`config.mk`:
```
export PLATFORM = sky130hd
export DESIGN_NAME = pic_bus_master_flat
export DESIGN_NICKNAME = d
export VERILOG_FILES = /design/src/rtl/pic_bus_pkg.sv /design/src/rtl/pic_bus_master_if.sv /design/src/rtl/pic_bus_cycle.sv /design/src/rtl/pic_bus_master.sv /design/src/flat_wrapper.sv
export SDC_FILE = /design/constraint.sdc
export NUM_CORES = 1
export LEC_CHECK = 0
export ABC_AREA = 1
export ABC_CLOCK_PERIOD_IN_PS = 2400
export CELL_PAD_IN_SITES_DETAIL_PLACEMENT = 0
export CELL_PAD_IN_SITES_GLOBAL_PLACEMENT = 1
export CORE_ASPECT_RATIO = 0.7
export CORE_MARGIN = 2
export CORE_UTILIZATION = 36
export DETAILED_ROUTE_END_ITERATION = 10
export PLACE_DENSITY = 0.76
export SETUP_SLACK_MARGIN = 0.4
export SYNTH_ARGS = -nofsm -noshare
export SYNTH_HDL_FRONTEND = slang
export SYNTH_SLANG_ARGS = --single-unit
```
`constraint.sdc`:
```
create_clock -name clock -period 2.4 [get_ports clock]
set_input_delay 0.48 -clock clock [delete_from_list [all_inputs] [get_ports clock]]
set_output_delay 0.48 -clock clock [all_outputs]
set_load 0.03 [all_outputs]
```
`src/rtl/pic_bus_pkg.sv`:
```
// rtl/pic_bus_pkg.sv - shared states, ICW1 bit positions and sequencer step helper
package pic_bus_pkg;

    typedef enum logic [2:0] {IDLE, SETUP, STROBE, HOLD, RECOVER} cycle_state_t;
    typedef enum logic [2:0] {SEQ_IDLE, SEQ_ICW1, SEQ_ICW2, SEQ_ICW3, SEQ_ICW4} seq_state_t;

    localparam int ICW1_IC4_BIT  = 0;
    localparam int ICW1_SNGL_BIT = 1;
    localparam int ICW1_INIT_BIT = 4;

    // ICW3 only in cascade mode (SNGL=0); ICW4 only when ICW1 asks for it (IC4=1).
    function automatic seq_state_t seq_next(seq_state_t cur, logic [7:0] icw1_word);
        seq_state_t nxt;
        nxt = SEQ_IDLE;
        case (cur)
            SEQ_ICW1: nxt = SEQ_ICW2;
            SEQ_ICW2: begin
                if (!icw1_word[ICW1_SNGL_BIT])
                    nxt = SEQ_ICW3;
                else if (icw1_word[ICW1_IC4_BIT])
                    nxt = SEQ_ICW4;
            end
            SEQ_ICW3: begin
                if (icw1_word[ICW1_IC4_BIT])
                    nxt = SEQ_ICW4;
            end
            default: nxt = SEQ_IDLE;
        endcase
        return nxt;
    endfunction

endpackage

```
`src/rtl/pic_bus_master_if.sv`:
```
// rtl/pic_bus_master_if.sv - 8080-style pin bus between host master and PIC
interface pic_bus_master_if;
    logic       chip_select_n;
    logic       read_enable_n;
    logic       write_enable_n;
    logic       address;
    logic [7:0] data_bus_out;
    logic       data_bus_oe;
    logic [7:0] data_bus_in;

    modport master (
        output chip_select_n, read_enable_n, write_enable_n, address,
               data_bus_out, data_bus_oe,
        input  data_bus_in
    );

    modport slave (
        input  chip_select_n, read_enable_n, write_enable_n, address,
               data_bus_out, data_bus_oe,
        output data_bus_in
    );
endinterface

```
`src/rtl/pic_bus_cycle.sv`:
```
// rtl/pic_bus_cycle.sv - timed SETUP/STROBE/HOLD/RECOVER cycle engine with registered pins
module pic_bus_cycle
    import pic_bus_pkg::*;
#(
    parameter int SETUP_CYCLES    = 1,
    parameter int STROBE_CYCLES   = 2,
    parameter int HOLD_CYCLES     = 1,
    parameter int RECOVERY_CYCLES = 1,
    parameter int CNT_W           = 4
) (
    input  logic       clock,
    input  logic       reset,
    input  logic       start,
    input  logic       write,
    input  logic       addr,
    input  logic [7:0] wdata,
    output logic       idle,
    output logic       done,
    output logic       rsp_valid,
    output logic [7:0] rsp_data,
    pic_bus_master_if.master bus
);

    localparam logic [CNT_W-1:0] SETUP_LAST   = CNT_W'(SETUP_CYCLES - 1);
    localparam logic [CNT_W-1:0] STROBE_LAST  = CNT_W'(STROBE_CYCLES - 1);
    localparam logic [CNT_W-1:0] HOLD_LAST    = CNT_W'(HOLD_CYCLES - 1);
    localparam logic [CNT_W-1:0] RECOVER_LAST = CNT_W'((RECOVERY_CYCLES > 0) ? RECOVERY_CYCLES - 1 : 0);

    cycle_state_t     state, state_n;
    logic [CNT_W-1:0] cnt, cnt_n, phase_last;
    logic             last, wr_q, req_wr, in_cycle_n, read_sample;

    assign idle = (state == IDLE);

    always_comb begin
        state_n    = state;
        cnt_n      = cnt + 1'b1;
        phase_last = '0;
        case (state)
            SETUP:   phase_last = SETUP_LAST;
            STROBE:  phase_last = STROBE_LAST;
            HOLD:    phase_last = HOLD_LAST;
            RECOVER: phase_last = RECOVER_LAST;
            default: phase_last = '0;
        endcase
        last = (cnt == phase_last);
        case (state)
            IDLE: begin
                cnt_n = '0;
                if (start)
                    state_n = SETUP;
            end
            SETUP:   if (last) begin state_n = STROBE; cnt_n = '0; end
            STROBE:  if (last) begin state_n = HOLD;   cnt_n = '0; end
            HOLD: begin
                if (last) begin
                    state_n = (RECOVERY_CYCLES == 0) ? IDLE : RECOVER;
                    cnt_n   = '0;
                end
            end
            RECOVER: if (last) begin state_n = IDLE; cnt_n = '0; end
            default: begin state_n = IDLE; cnt_n = '0; end
        endcase
        // The request is only latched on the IDLE->SETUP edge, so use the live input then.
        req_wr      = (state == IDLE) ? write : wr_q;
        in_cycle_n  = (state_n == SETUP) || (state_n == STROBE) || (state_n == HOLD);
        read_sample = (state == STROBE) && last && !wr_q;
    end

    always_ff @(posedge clock or posedge reset) begin
        if (reset) begin
            state              <= IDLE;
            cnt                <= '0;
            wr_q               <= 1'b0;
            done               <= 1'b0;
            rsp_valid          <= 1'b0;
            rsp_data           <= 8'h00;
            bus.chip_select_n  <= 1'b1;
            bus.read_enable_n  <= 1'b1;
            bus.write_enable_n <= 1'b1;
            bus.address        <= 1'b0;
            bus.data_bus_out   <= 8'h00;
            bus.data_bus_oe    <= 1'b0;
        end else begin
            state <= state_n;
            cnt   <= cnt_n;
            done  <= (state != IDLE) && (state_n == IDLE);
            if (state == IDLE && start) begin
                wr_q             <= write;
                bus.address      <= addr;
                bus.data_bus_out <= wdata;
            end
            bus.chip_select_n  <= !in_cycle_n;
            bus.write_enable_n <= !((state_n == STROBE) && req_wr);
            bus.read_enable_n  <= !((state_n == STROBE) && !req_wr);
            bus.data_bus_oe    <= in_cycle_n && req_wr;
            rsp_valid          <= read_sample;
            if (read_sample)
                rsp_data <= bus.data_bus_in;
        end
    end

endmodule

```
`src/rtl/pic_bus_master.sv`:
```
// rtl/pic_bus_master.sv - host command arbitration plus ICW1..ICW4 init sequencer
module pic_bus_master
    import pic_bus_pkg::*;
#(
    parameter int SETUP_CYCLES    = 1,
    parameter int STROBE_CYCLES   = 2,
    parameter int HOLD_CYCLES     = 1,
    parameter int RECOVERY_CYCLES = 1,
    parameter int CNT_W           = 4
) (
    input  logic       clock,
    input  logic       reset,
    input  logic       cmd_valid,
    output logic       cmd_ready,
    input  logic       cmd_write,
    input  logic       cmd_address,
    input  logic [7:0] cmd_data,
    output logic       rsp_valid,
    output logic [7:0] rsp_data,
    input  logic       init_start,
    input  logic [7:0] icw1,
    input  logic [7:0] icw2,
    input  logic [7:0] icw3,
    input  logic [7:0] icw4,
    output logic       init_busy,
    output logic       init_done,
    pic_bus_master_if.master bus
);

    seq_state_t seq, seq_n;
    logic [7:0] w1, w2, w3, w4, seq_word, req_data;
    logic       pending, cyc_idle, cyc_done;
    logic       seq_issue, host_accept, seq_launch, seq_step;
    logic       req_start, req_write, req_addr;

    assign cmd_ready   = cyc_idle && !init_busy && !init_start;
    assign host_accept = cmd_valid && cmd_ready;
    // Sequencer waits for the engine to be idle, which also queues an init behind a host cycle.
    assign seq_issue   = (seq != SEQ_IDLE) && !pending && cyc_idle;
    assign seq_launch  = init_start && !init_busy;
    assign seq_step    = cyc_done && pending;

    always_comb begin
        seq_n = seq;
        if (seq_launch)
            seq_n = SEQ_ICW1;
        else if (seq_step)
            seq_n = seq_next(seq, w1);

        case (seq)
            SEQ_ICW1: seq_word = w1;
            SEQ_ICW2: seq_word = w2;
            SEQ_ICW3: seq_word = w3;
            SEQ_ICW4: seq_word = w4;
            default:  seq_word = 8'h00;
        endcase

        req_start = seq_issue || host_accept;
        req_write = seq_issue ? 1'b1 : cmd_write;
        req_addr  = seq_issue ? (seq != SEQ_ICW1) : cmd_address;
        req_data  = seq_issue ? seq_word : cmd_data;
    end

    always_ff @(posedge clock or posedge reset) begin
        if (reset) begin
            seq       <= SEQ_IDLE;
            pending   <= 1'b0;
            init_busy <= 1'b0;
            init_done <= 1'b0;
            w1        <= 8'h00;
            w2        <= 8'h00;
            w3        <= 8'h00;
            w4        <= 8'h00;
        end else begin
            seq <= seq_n;
            if (seq_launch) begin
                w1                <= icw1;
                w1[ICW1_INIT_BIT] <= 1'b1;
                w2                <= icw2;
                w3                <= icw3;
                w4                <= icw4;
                init_busy         <= 1'b1;
                init_done         <= 1'b0;
                pending           <= 1'b0;
            end else if (seq_issue) begin
                pending <= 1'b1;
            end else if (seq_step) begin
                pending <= 1'b0;
                if (seq_n == SEQ_IDLE) begin
                    init_busy <= 1'b0;
                    init_done <= 1'b1;
                end
            end
        end
    end

    pic_bus_cycle #(
        .SETUP_CYCLES   (SETUP_CYCLES),
        .STROBE_CYCLES  (STROBE_CYCLES),
        .HOLD_CYCLES    (HOLD_CYCLES),
        .RECOVERY_CYCLES(RECOVERY_CYCLES),
        .CNT_W          (CNT_W)
    ) u_cycle (
        .clock    (clock),
        .reset    (reset),
        .start    (req_start),
        .write    (req_write),
        .addr     (req_addr),
        .wdata    (req_data),
        .idle     (cyc_idle),
        .done     (cyc_done),
        .rsp_valid(rsp_valid),
        .rsp_data (rsp_data),
        .bus      (bus)
    );

endmodule

```
`src/flat_wrapper.sv`:
```
// flat-port wrapper written by rule: the top's interface ports become plain ports
module pic_bus_master_flat import pic_bus_pkg::*;
#(
    parameter int SETUP_CYCLES    = 1,
    parameter int STROBE_CYCLES   = 2,
    parameter int HOLD_CYCLES     = 1,
    parameter int RECOVERY_CYCLES = 1,
    parameter int CNT_W           = 4
)
  (clock, reset, cmd_valid, cmd_ready, cmd_write, cmd_address, cmd_data, rsp_valid, rsp_data, init_start, icw1, icw2, icw3, icw4, init_busy, init_done, bus_chip_select_n, bus_read_enable_n, bus_write_enable_n, bus_address, bus_data_bus_out, bus_data_bus_oe, bus_data_bus_in);
  pic_bus_master_if bus_i ();
  input  logic clock;
  input  logic reset;
  input  logic cmd_valid;
  output logic cmd_ready;
  input  logic cmd_write;
  input  logic cmd_address;
  input  logic [7:0] cmd_data;
  output logic rsp_valid;
  output logic [7:0] rsp_data;
  input  logic init_start;
  input  logic [7:0] icw1;
  input  logic [7:0] icw2;
  input  logic [7:0] icw3;
  input  logic [7:0] icw4;
  output logic init_busy;
  output logic init_done;
  output wire logic [$bits(bus_i.chip_select_n)-1:0] bus_chip_select_n;
  output wire logic [$bits(bus_i.read_enable_n)-1:0] bus_read_enable_n;
  output wire logic [$bits(bus_i.write_enable_n)-1:0] bus_write_enable_n;
  output wire logic [$bits(bus_i.address)-1:0] bus_address;
  output wire logic [$bits(bus_i.data_bus_out)-1:0] bus_data_bus_out;
  output wire logic [$bits(bus_i.data_bus_oe)-1:0] bus_data_bus_oe;
  input wire logic [$bits(bus_i.data_bus_in)-1:0] bus_data_bus_in;
  assign bus_chip_select_n = bus_i.chip_select_n;
  assign bus_read_enable_n = bus_i.read_enable_n;
  assign bus_write_enable_n = bus_i.write_enable_n;
  assign bus_address = bus_i.address;
  assign bus_data_bus_out = bus_i.data_bus_out;
  assign bus_data_bus_oe = bus_i.data_bus_oe;
  assign bus_i.data_bus_in = bus_data_bus_in;
  pic_bus_master #(.SETUP_CYCLES(SETUP_CYCLES), .STROBE_CYCLES(STROBE_CYCLES), .HOLD_CYCLES(HOLD_CYCLES), .RECOVERY_CYCLES(RECOVERY_CYCLES), .CNT_W(CNT_W)) u_core (.clock(clock), .reset(reset), .cmd_valid(cmd_valid), .cmd_ready(cmd_ready), .cmd_write(cmd_write), .cmd_address(cmd_address), .cmd_data(cmd_data), .rsp_valid(rsp_valid), .rsp_data(rsp_data), .init_start(init_start), .icw1(icw1), .icw2(icw2), .icw3(icw3), .icw4(icw4), .init_busy(init_busy), .init_done(init_done), .bus(bus_i));
endmodule
```
==> flow_metrics.env <==
export IMPL_status="finished clean"
export IMPL_dieArea_mm2=0.00975
export IMPL_critPathMaxFanout=1
export IMPL_yosysTopAreaCellShare=0.512
export IMPL_initial_core_util=0.376
export IMPL_final_area_mm2=0.00446
export IMPL_postRouteWirelength_um=8050
export IMPL_netlist_instances=382
export IMPL_wl_per_cell_um=13.6
export IMPL_path_clk_slew_ns=0.06
export IMPL_critical_path_class="reg -> out"
export IMPL_pwr_density_cell_mw_per_mm2=1370
export IMPL_ys_seq_elements=69
export IMPL_yosysMostFrequentCell="nand2_1"
export IMPL_post_place_ws_ns=0.146
export IMPL_critPathArrivalTime_ns=1.49
export IMPL_power_mw=6.12
export IMPL_ys_top_cells_by_area="dfrtp_1 51%, nand2_1 17%, nand3_1 3.9%"
export IMPL_synthTopCellsByCount="150 x nand2_1, 66 x dfrtp_1, 25 x nand3_1, 24 x inv_1"
export IMPL_postCtsHoldBufs=0
export IMPL_fin_tns_setup_ns=0
export IMPL_yosys_cell_types_count=34
export IMPL_reg2reg_from="u_core.seq[1]$_DFF_PP0_"
export IMPL_dr_first_iter_drc_count=229
export IMPL_worstHoldPathCells=2
export IMPL_grt_overflow=0
export IMPL_r2r_slack_ns=0.64
export IMPL_hold_viol=0
export IMPL_grtUsageTotal=0.178
export IMPL_rr_worst_depth=6
export IMPL_portBuffers=77
export IMPL_die_y_um=83.2
export IMPL_placed_area_mm2=0.00415
export IMPL_whs_endpoint="u_core.w1[4]$_DFFE_PP0P_"
export IMPL_rr_endpoint="u_core.u_cycle.bus.address$_DFFE_PP0P_"
export IMPL_clk_latency_ns=0.33
export IMPL_coreArea_mm2=0.00858
export IMPL_stdcell_count=592
export IMPL_hp_class="reg -> reg"
export IMPL_drt_pass1_iterations=4
export IMPL_start_kind="flip-flop"
export IMPL_avgSynthCellArea_um2=8.45
export IMPL_synth_top_area_cell="dfrtp_1"
export IMPL_fillers=795
export IMPL_ys_flop_type="dfrtp_1"
export IMPL_period_minus_slack_ns=1.97
export IMPL_syn_cell_area_mm2=0.00323
export IMPL_diodes=0
export IMPL_fmax_mhz=509
export IMPL_ys_seq_area_frac=0.536
export IMPL_grt_pass1_wl_um=13500
export IMPL_drc=0
export IMPL_endpoint_kind="primary output"
export IMPL_layout_drive_gt1_share=0.129
export IMPL_tightest_slew_ns=0.428
export IMPL_slew_headroom=0.714
export IMPL_cts_buffer_depth=2
export IMPL_antenna_found_initial=0
export IMPL_clock_sinks=69
export IMPL_drv_cap=0
export IMPL_utilization=0.520
export IMPL_tritoncts="done"
export IMPL_synth_warnings=0
export IMPL_synth_edff_count=0
export IMPL_ys_async_sr_fraction=1.00
export IMPL_required_ns=1.92
export IMPL_power_leakage_nw=2.12
export IMPL_finalSetupViolCount=0
export IMPL_core_rowCount=28
export IMPL_gp_congestion=0.820
export IMPL_grt_max_degree=70
export IMPL_layout_nets=522
export IMPL_vias=2731
export IMPL_hold_ws_ns=0.448
export IMPL_cts_root_buffer="clkbuf_16"
export IMPL_worst_path_buf_inv=1
export IMPL_cts_htree_levels=3
export IMPL_dp_cells=575
export IMPL_numCtsBuffers=9
export IMPL_rsz0062_at_grt="yes"
export IMPL_syn2layout_area_growth_pct=38.2
export IMPL_crit_chain="clkdlybuf4s50_1"
export IMPL_die_w_um=117
export IMPL_hp_start="u_core.w1[4]$_DFFE_PP0P_"
export IMPL_cp_top_family="buffers and inverters"
export IMPL_postRouteAntennaNets=0
export IMPL_via_per_inst=4.61
export IMPL_syn_num_nets=437
export IMPL_slowest_delay_ns=0.65
export IMPL_skew_ns=0.00492
export IMPL_dp_hpwl_um=5900
export IMPL_ios=79
export IMPL_layout_setup_ws_ns=0.434
export IMPL_period_share=0.819
export IMPL_grt_pass1_vias=2686
export IMPL_slew_viol_final=0
export IMPL_irDropWorstVdd_mv=0.453
export IMPL_cp_slowest_cell="clkdlybuf4s50_1"
[how the worst max path moves through the flow]
| stage | startpoint | endpoint | depth (start not counted) |
|---|---|---|---|
| final | u_core.u_cycle.bus.chip_select_n$_DFF_PP1_ | bus_chip_select_n | 1 |
| after global routing | u_core.u_cycle.state[0]$_DFF_PP0_ | cmd_ready | 6 |
| after CTS | u_core.u_cycle.bus.read_enable_n$_DFF_PP1_ | bus_read_enable_n | 1 |
| after detailed placement | init_start | cmd_ready | 3 |
| after global placement | init_start | cmd_ready | 3 |
| after floorplan | u_core.u_cycle.state[0]$_DFF_PP0_ | cmd_ready | 5 |
[per-layer routing]
metal	global-route usage	up-vias	wire, µm
met5	0	-	0
met4	0.0481	0	82
met3	0.0474	7	552
met2	0.238	82	3210
met1	0.278	1257	4210
li1	-	1385	-
[kinds of logic (layout without fill, tap and decap cells)]
kind of cell             Yosys count  count (layout)  synth area share
AND/OR/NAND/NOR                  224             224             0.315
buffers and inverters             44             134            0.0620
AO/OA/AOI/OAI                     42              42            0.0776
XOR/XNOR                           2               2           0.00543
adder cells (fa/ha/maj)            1               1           0.00388
flip-flops                        69              69             0.536
[layout by cell type, fill, tap and decap left out, types with 2 or more instances in the layout]
| cell | count |
|---|---|
| clkinv_2 | 2 |
| inv_2 | 7 |
| inv_1 | 23 |
| clkinvlp_4 | 4 |
| o21ai_1 | 3 |
| nor3_1 | 3 |
| nand3_2 | 3 |
| nand2_2 | 5 |
| buf_4 | 9 |
| a21oi_1 | 10 |
| nor2_4 | 5 |
| xor2_1 | 2 |
| dfrtp_1 | 65 |
| nor2_1 | 21 |
| o21ai_0 | 22 |
| clkbuf_16 | 9 |
| nand2_1 | 150 |
| dfstp_2 | 3 |
| nand3_1 | 25 |
| clkdlybuf4s50_1 | 74 |
| nand4_1 | 6 |
[cell type report]
type	instances	area (µm²)	area share
clock buffers	10	239	0.0536
clock inverters	6	62.6	0.0140
inverters	32	129	0.0289
multi-input cells	269	1300	0.291
flip-flops and latches	69	1730	0.388
well taps	120	150	0.0337
repair buffers	86	850	0.190
[flip-flops by register name, indices dropped and copies added (netlist names), 3 cells and up]
| name | cells |
|---|---|
| u_core.u_cycle.bus.data_bus_out | 8 |
| u_core.u_cycle.rsp_data | 8 |
| u_core.w4 | 8 |
| u_core.u_cycle.cnt | 4 |
| u_core.w2 | 8 |
| u_core.seq | 3 |
| u_core.w3 | 8 |
| u_core.u_cycle.state | 3 |
| u_core.w1 | 8 |
[power by group]
part,switching [mW],internal (mW)
registers,0.384,1.71
logic,1.70,1.01
clock network,0.483,0.827
total,2.57,3.55
[timing repair]
action / CTS / global route
buffers inserted: 1 / 0
setup endpoints to repair: 2 / 2
gates cloned: 0 / 0
gates resized for setup: 8 / 3
pin swaps: 1 / 0
No activity file was read; power rests on OpenSTA's default activity.
==> variant 1: new RTL, config.mk and constraints unchanged <==
Reset style: synchronous (`reset`), changed in 2 clocked blocks.
--- a/src/rtl/pic_bus_cycle.sv
+++ b/src/rtl/pic_bus_cycle.sv
@@ -69,3 +69,3 @@
 
-    always_ff @(posedge clock or posedge reset) begin
+    always_ff @(posedge clock) begin
         if (reset) begin
--- a/src/rtl/pic_bus_master.sv
+++ b/src/rtl/pic_bus_master.sv
@@ -63,3 +63,3 @@
 
-    always_ff @(posedge clock or posedge reset) begin
+    always_ff @(posedge clock) begin
         if (reset) begin
Function: differs if reset is asserted again (counterexample within 4 cycles, from zero or initial values and one cycle with reset high); with reset held inactive, the same outputs for 10 cycles.
==> variant 1 against the original RTL <==
Maximum frequency rose by 2.3%. Area after synthesis fell by 9.5%. Worst setup slack improved by 0.044 ns. Count of clock-buffer cells in the layout rose by 2. Sequential share of layout area fell by 5.0 points. Synthesized cell count rose by 4.2%. Routed wire length fell by 2.5%. Final area fell by 8.4%. Sequential cell count did not move. Cell count fell by 1.7%. Critical path type unchanged. Critical endpoint is now init_busy.
Power is not compared: it rests on default switching activity, and its combinational part moved more than twofold at a synthesized area within 25%.
==> variant 1: results <==
group,metric,value,unit
clock_network,ctsResizeCount,0,
yosys,synth_ff_type,"dfxtp_1",
layout,final.fill_count,805,
timing,worst_pin_slew,0.542,ns
yosys,synth_nets,453,
yosys,synthAdderAreaFrac,0.00428,
layout,antennaDiodeCount,0,
drt,routed_via_density,4.74,
clock_network,clkSlewWorstSetupHoldPaths,0.06,ns
worst_hold_path,min_to,"u_core.init_done$_SDFFE_PP0P_",
yosys,synthTopCellsByArea,"dfxtp_1, nor2_1, nand2_1, o21ai_0, a21oi_1",
worst_hold_path,hold_depth,2,
worst_hold_path,min_from,"u_core.init_done$_SDFFE_PP0P_",
placement,dp_hpwl,5.83,mm
worst_setup_path,critPathMaxStageDelay,0.70,ns
pwr,cellLeakagePower,1.61,nW
clock_network,insertion_delay,0.33,ns
placement,placed_area,3790,um2
clock_network,post_cts_buffers,0,
drt,drt_iter0_markers,116,
layout,final_nets,531,
yosys,yosysSeqAreaShare,0.473,
global_route,grt_max_degree,36,
yosys,yosys.area_share.xor_xnor,0.00600,
drt,postRouteWirelength,7.85,mm
yosys,synth_warnings,0,
global_route,grt_pass1_wl,12.8,mm
global_route,grt_pass1_vias,2546,
yosys,synth.mux.area_fraction,0,
worst_setup_path,r2r-start,"u_core.u_cycle.state[1]$_SDFF_PP0_",
outcome,status,"finished clean",
worst_setup_path,r2r_slack,0.79,ns
worst_setup_path,rr_worst_depth,10,
yosys,synth_commonest_cells,"nor2_1, nand2_1, dfxtp_1",
global_route,grtUsageTotal,0.185,
yosys,yosysUniqueCellTypes,31,
worst_setup_path,path_max_fanout,5,
worst_setup_path,reg2reg_to,"u_core.u_cycle.bus.chip_select_n$_SDFF_PP1_",
placement,place_ws,0.406,ns
worst_setup_path,cp.arrival,1.44,ns
timing,clock_skew,0.00402,ns
layout,drive_gt1_frac,0.102,
yosys,synth_compound_area_frac,0.131,
pwr,swShare,0.265,
placement,gp_congestion,0.804,
yosys,synthArstFlopShare,0,
variant 1: changes by cell type after synthesis, sizes merged, moves of 4 or more:
cell / delta
inv: -7
a21oi: +13
buf: -4
nand3: -11
dfrtp: -66
o21ai: +24
nor2: +65
nand2: -76
dfxtp: +69
clkbuf: +8
variant 1: worst max path at each step:
stage | from | endpoint | slack [ns]
floorplan | u_core.u_cycle.state[1]$_SDFF_PP0_ | cmd_ready | 0.60
global placement | init_start | u_core.w3[4]$_SDFFE_PP0P_ | 0.44
detailed placement | init_start | u_core.w2[1]$_SDFFE_PP0P_ | 0.41
CTS | u_core.init_busy$_SDFFE_PP0P_ | init_busy | 0.46
global route | u_core.init_busy$_SDFFE_PP0P_ | init_busy | 0.42
finish | u_core.init_busy$_SDFFE_PP0P_ | init_busy | 0.48
variant 1: cell families (layout without fill, tap and decap cells):
logic type / count (synthesis) / in the layout
buffers and inverters: 41 / 124
XOR/XNOR: 2 / 2
AND/OR/NAND/NOR: 209 / 209
adder cells (fa/ha/maj): 1 / 1
AO/OA/AOI/OAI: 76 / 76
flip-flops: 69 / 69
variant 1: metrics by stage:
stage,cells,utilization,hold slack [ns],total power [mW]
2_1_floorplan,398,-,0.441,1.60
3_3_place_gp,566,0.482,0.447,1.80
3_5_place_dp,566,0.482,0.454,1.81
4_1_cts,582,0.519,0.463,3.12
5_1_grt,582,0.519,0.481,3.23
6_report,582,0.519,0.462,3.10
variant 1: power by group through the flow:
stage               Combinational [mW]  Sequential, mW  Clock (mW)
floorplan                        0.246            1.35           0
global placement                 0.502            1.30           0
detailed placement               0.512            1.30           0
CTS                              0.514            1.28        1.33
global route                     0.562            1.29        1.38
finish                           0.508            1.28        1.31
variant 1: layout make-up:
class                   instances  share of cell area
inverters                      25              0.0230
clock inverters                 4              0.0116
flip-flops and latches         69               0.338
repair buffers                 83               0.202
well taps                     101              0.0309
multi-input cells             288               0.334
clock buffers                  12              0.0603
variant 1: per-layer routing:
metal | vias up | global-route usage | share of wire
met5 | - | 0 | 0
met4 | 0 | 0.0741 | 0.015
met3 | 9 | 0.0501 | 0.072
met2 | 69 | 0.254 | 0.40
met1 | 1230 | 0.273 | 0.52
li1 | 1451 | - | -
==> variant 2: new RTL, same settings <==
Made on the original files. `HOLD_CYCLES` is set to 1 in 3 places; all go to 0.
--- a/src/rtl/pic_bus_cycle.sv
+++ b/src/rtl/pic_bus_cycle.sv
@@ -6,3 +6,3 @@
     parameter int STROBE_CYCLES   = 2,
-    parameter int HOLD_CYCLES     = 1,
+    parameter int HOLD_CYCLES     = 0,
     parameter int RECOVERY_CYCLES = 1,
--- a/src/rtl/pic_bus_master.sv
+++ b/src/rtl/pic_bus_master.sv
@@ -6,3 +6,3 @@
     parameter int STROBE_CYCLES   = 2,
-    parameter int HOLD_CYCLES     = 1,
+    parameter int HOLD_CYCLES     = 0,
     parameter int RECOVERY_CYCLES = 1,
--- a/src/flat_wrapper.sv
+++ b/src/flat_wrapper.sv
@@ -5,3 +5,3 @@
     parameter int STROBE_CYCLES   = 2,
-    parameter int HOLD_CYCLES     = 1,
+    parameter int HOLD_CYCLES     = 0,
     parameter int RECOVERY_CYCLES = 1,
Behaviour: not the same (Yosys sat finds a counterexample within 10 cycles, from zero or initial values and one cycle with reset high).
==> variant 2 against the original RTL <==
Final area down 0.73%. Worst setup slack improved by 0.056 ns. Largest power group unchanged. Routed wire length shrank 3.7%. Clock skew shrank 0.0014 ns. Critical path depth is 5 higher. Power down 3.4%. Area after synthesis fell by 1.5%. Die area decreased by 1.4%. Largest cell class unchanged. Sequential cell count did not move.
==> variant 2: results <==
group,metric,value,unit
timing,max_slew_margin,0.608,
placement,placed_cells,571,
clock_network,cts_buffers,9,
layout,drive_gt1_frac,0.123,
drt,routed_via_density,4.59,
yosys,synth_cells,381,
placement,dp_hpwl,5.66,mm
worst_hold_path,hold_class,"reg2reg",
placement,port-buffer-count,77,
global_route,grt_pass1_vias,2524,
global_route,grt_pass1_wl,12.6,mm
yosys,yosysUniqueCellTypes,35,
clock_network,clk_path_buf_depth,2,
worst_setup_path,cp.arrival,1.43,ns
worst_setup_path,r2r-start,"u_core.seq[2]$_DFF_PP0_",
drt,dr.pass1.iters,4,
drt,drt_iter0_markers,167,
timing,slew_violations,0,
yosys,yosysSeqAreaShare,0.544,
worst_setup_path,reg2reg_to,"u_core.init_busy$_DFFE_PP0P_",
clock_network,cts-root-buf,"clkbuf_16",
clock_network,cts.htree.levels,3,
global_route,grtUsageTotal,0.175,
worst_setup_path,path_max_fanout,6,
worst_hold_path,hold_depth,2,
yosys,synth_commonest_cells,"nand2_1, dfrtp_1, nand3_1",
timing,clock_skew,0.00350,ns
worst_setup_path,r2r_slack,0.64,ns
worst_setup_path,rr_worst_depth,9,
pwr,ir_drop,0.416,mV
drt,routedWlPerCell,13.1,um
layout,final_nets,521,
placement,gp_congestion,0.836,
global_route,antenna_found_initial,0,
layout,antennaDiodeCount,0,
layout,final_cells,591,
clock_network,insertion_delay,0.32,ns
yosys,synth_nets,436,
worst_hold_path,min_to,"u_core.u_cycle.rsp_data[5]$_DFFE_PP0P_",
pwr,cellLeakagePower,2.10,nW
global_route,grt_max_degree,39,
yosys,synth_warnings,0,
clock_network,clkSlewWorstSetupHoldPaths,0.05,ns
worst_hold_path,min_from,"u_core.u_cycle.rsp_data[5]$_DFFE_PP0P_",
yosys,synthArstFlopShare,1.00,
outcome,status,"finished clean",
yosys,synthTopCellsByArea,"dfrtp_1, nand2_1, nand3_1, o21ai_0, nor2_1",
[variant 2: cell types whose count changed after synthesis, sizes merged, moves of 2 or more]
cell | unedited run | this run
nor2 | 28 | 30
o21ai | 27 | 21
clkbuf | 3 | 5
inv | 31 | 27
nand2 | 156 | 163
xor2 | 2 | 0
buf | 9 | 7
[variant 2: layout make-up]
class | count | area [um2]
clock buffers | 11 | 233
clock inverters | 5 | 75.1
fillers | 869 | 4090
inverters | 27 | 105
multi-input cells | 273 | 1280
flip-flops and latches | 69 | 1730
well taps | 120 | 150
repair buffers | 86 | 856
[variant 2: worst max-delay path by stage]
stage / from / end / slack (ns) / depth (start not counted)
floorplan: u_core.u_cycle.state[1]$_DFF_PP0_ / cmd_ready / 0.42 / 6
global placement: init_start / u_core.init_busy$_DFFE_PP0P_ / 0.47 / 8
detailed placement: init_start / u_core.init_busy$_DFFE_PP0P_ / 0.43 / 8
CTS: u_core.u_cycle.state[1]$_DFF_PP0_ / cmd_ready / 0.40 / 6
global route: u_core.u_cycle.state[0]$_DFF_PP0_ / cmd_ready / 0.38 / 6
finish: u_core.u_cycle.state[0]$_DFF_PP0_ / cmd_ready / 0.49 / 6
[variant 2: through the flow]
| step | hold slack [ns] | worst slack (ns) | utilization | area [um2] | total power, mW |
|---|---|---|---|---|---|
| final | 0.470 | 0.490 | 0.520 | 4430 | 5.91 |
| after global routing | 0.492 | 0.378 | 0.520 | 4430 | 6.36 |
| after CTS | 0.470 | 0.402 | 0.517 | 4400 | 5.95 |
| after detailed placement | 0.442 | 0.432 | 0.479 | 4080 | 4.52 |
| after global placement | 0.435 | 0.475 | 0.479 | 4080 | 4.46 |
| after floorplan | 0.423 | 0.424 | - | 3180 | 3.69 |
[variant 2: worst max-delay path, stage by stage, from the launching register on]
cell and delay, ns:
dfrtp_2 0.41, inv_2 0.10, nand2_2 0.09, nor2_4 0.11, inv_1 0.08, nor3_1 0.14, buf_4 0.19
[variant 2: report_power, final]
part,internal [mW],leakage [nW],switching (mW),total [mW]
registers,1.70,0.833,0.353,2.05
clock network,0.904,0.153,0.468,1.37
logic,0.959,1.11,1.53,2.49
[variant 2: metal layers]
layer | track usage | share of wire | vias up
li1 | - | - | 1382
met1 | 0.259 | 0.53 | 1248
met2 | 0.242 | 0.40 | 77
met3 | 0.0584 | 0.056 | 6
met4 | 0.0440 | 0.0071 | 0
met5 | 0 | 0 | -
[variant 2: kinds of logic after synthesis]
| group | share of synthesized area |
|---|---|
| flops | 0.544 |
| compound gates | 0.0649 |
| fa+ha+maj | 0.00393 |
| buf+inv | 0.0551 |
| xor+xnor | 0.00276 |
| simple gates | 0.329 |
[variant 2: timing repair]
item                       in CTS  in global routing
hold buffers                    0                  0
setup endpoints to repair       1                  4
pin swaps                       1                  0
setup buffers                   2                  2
resized for setup               2                  4
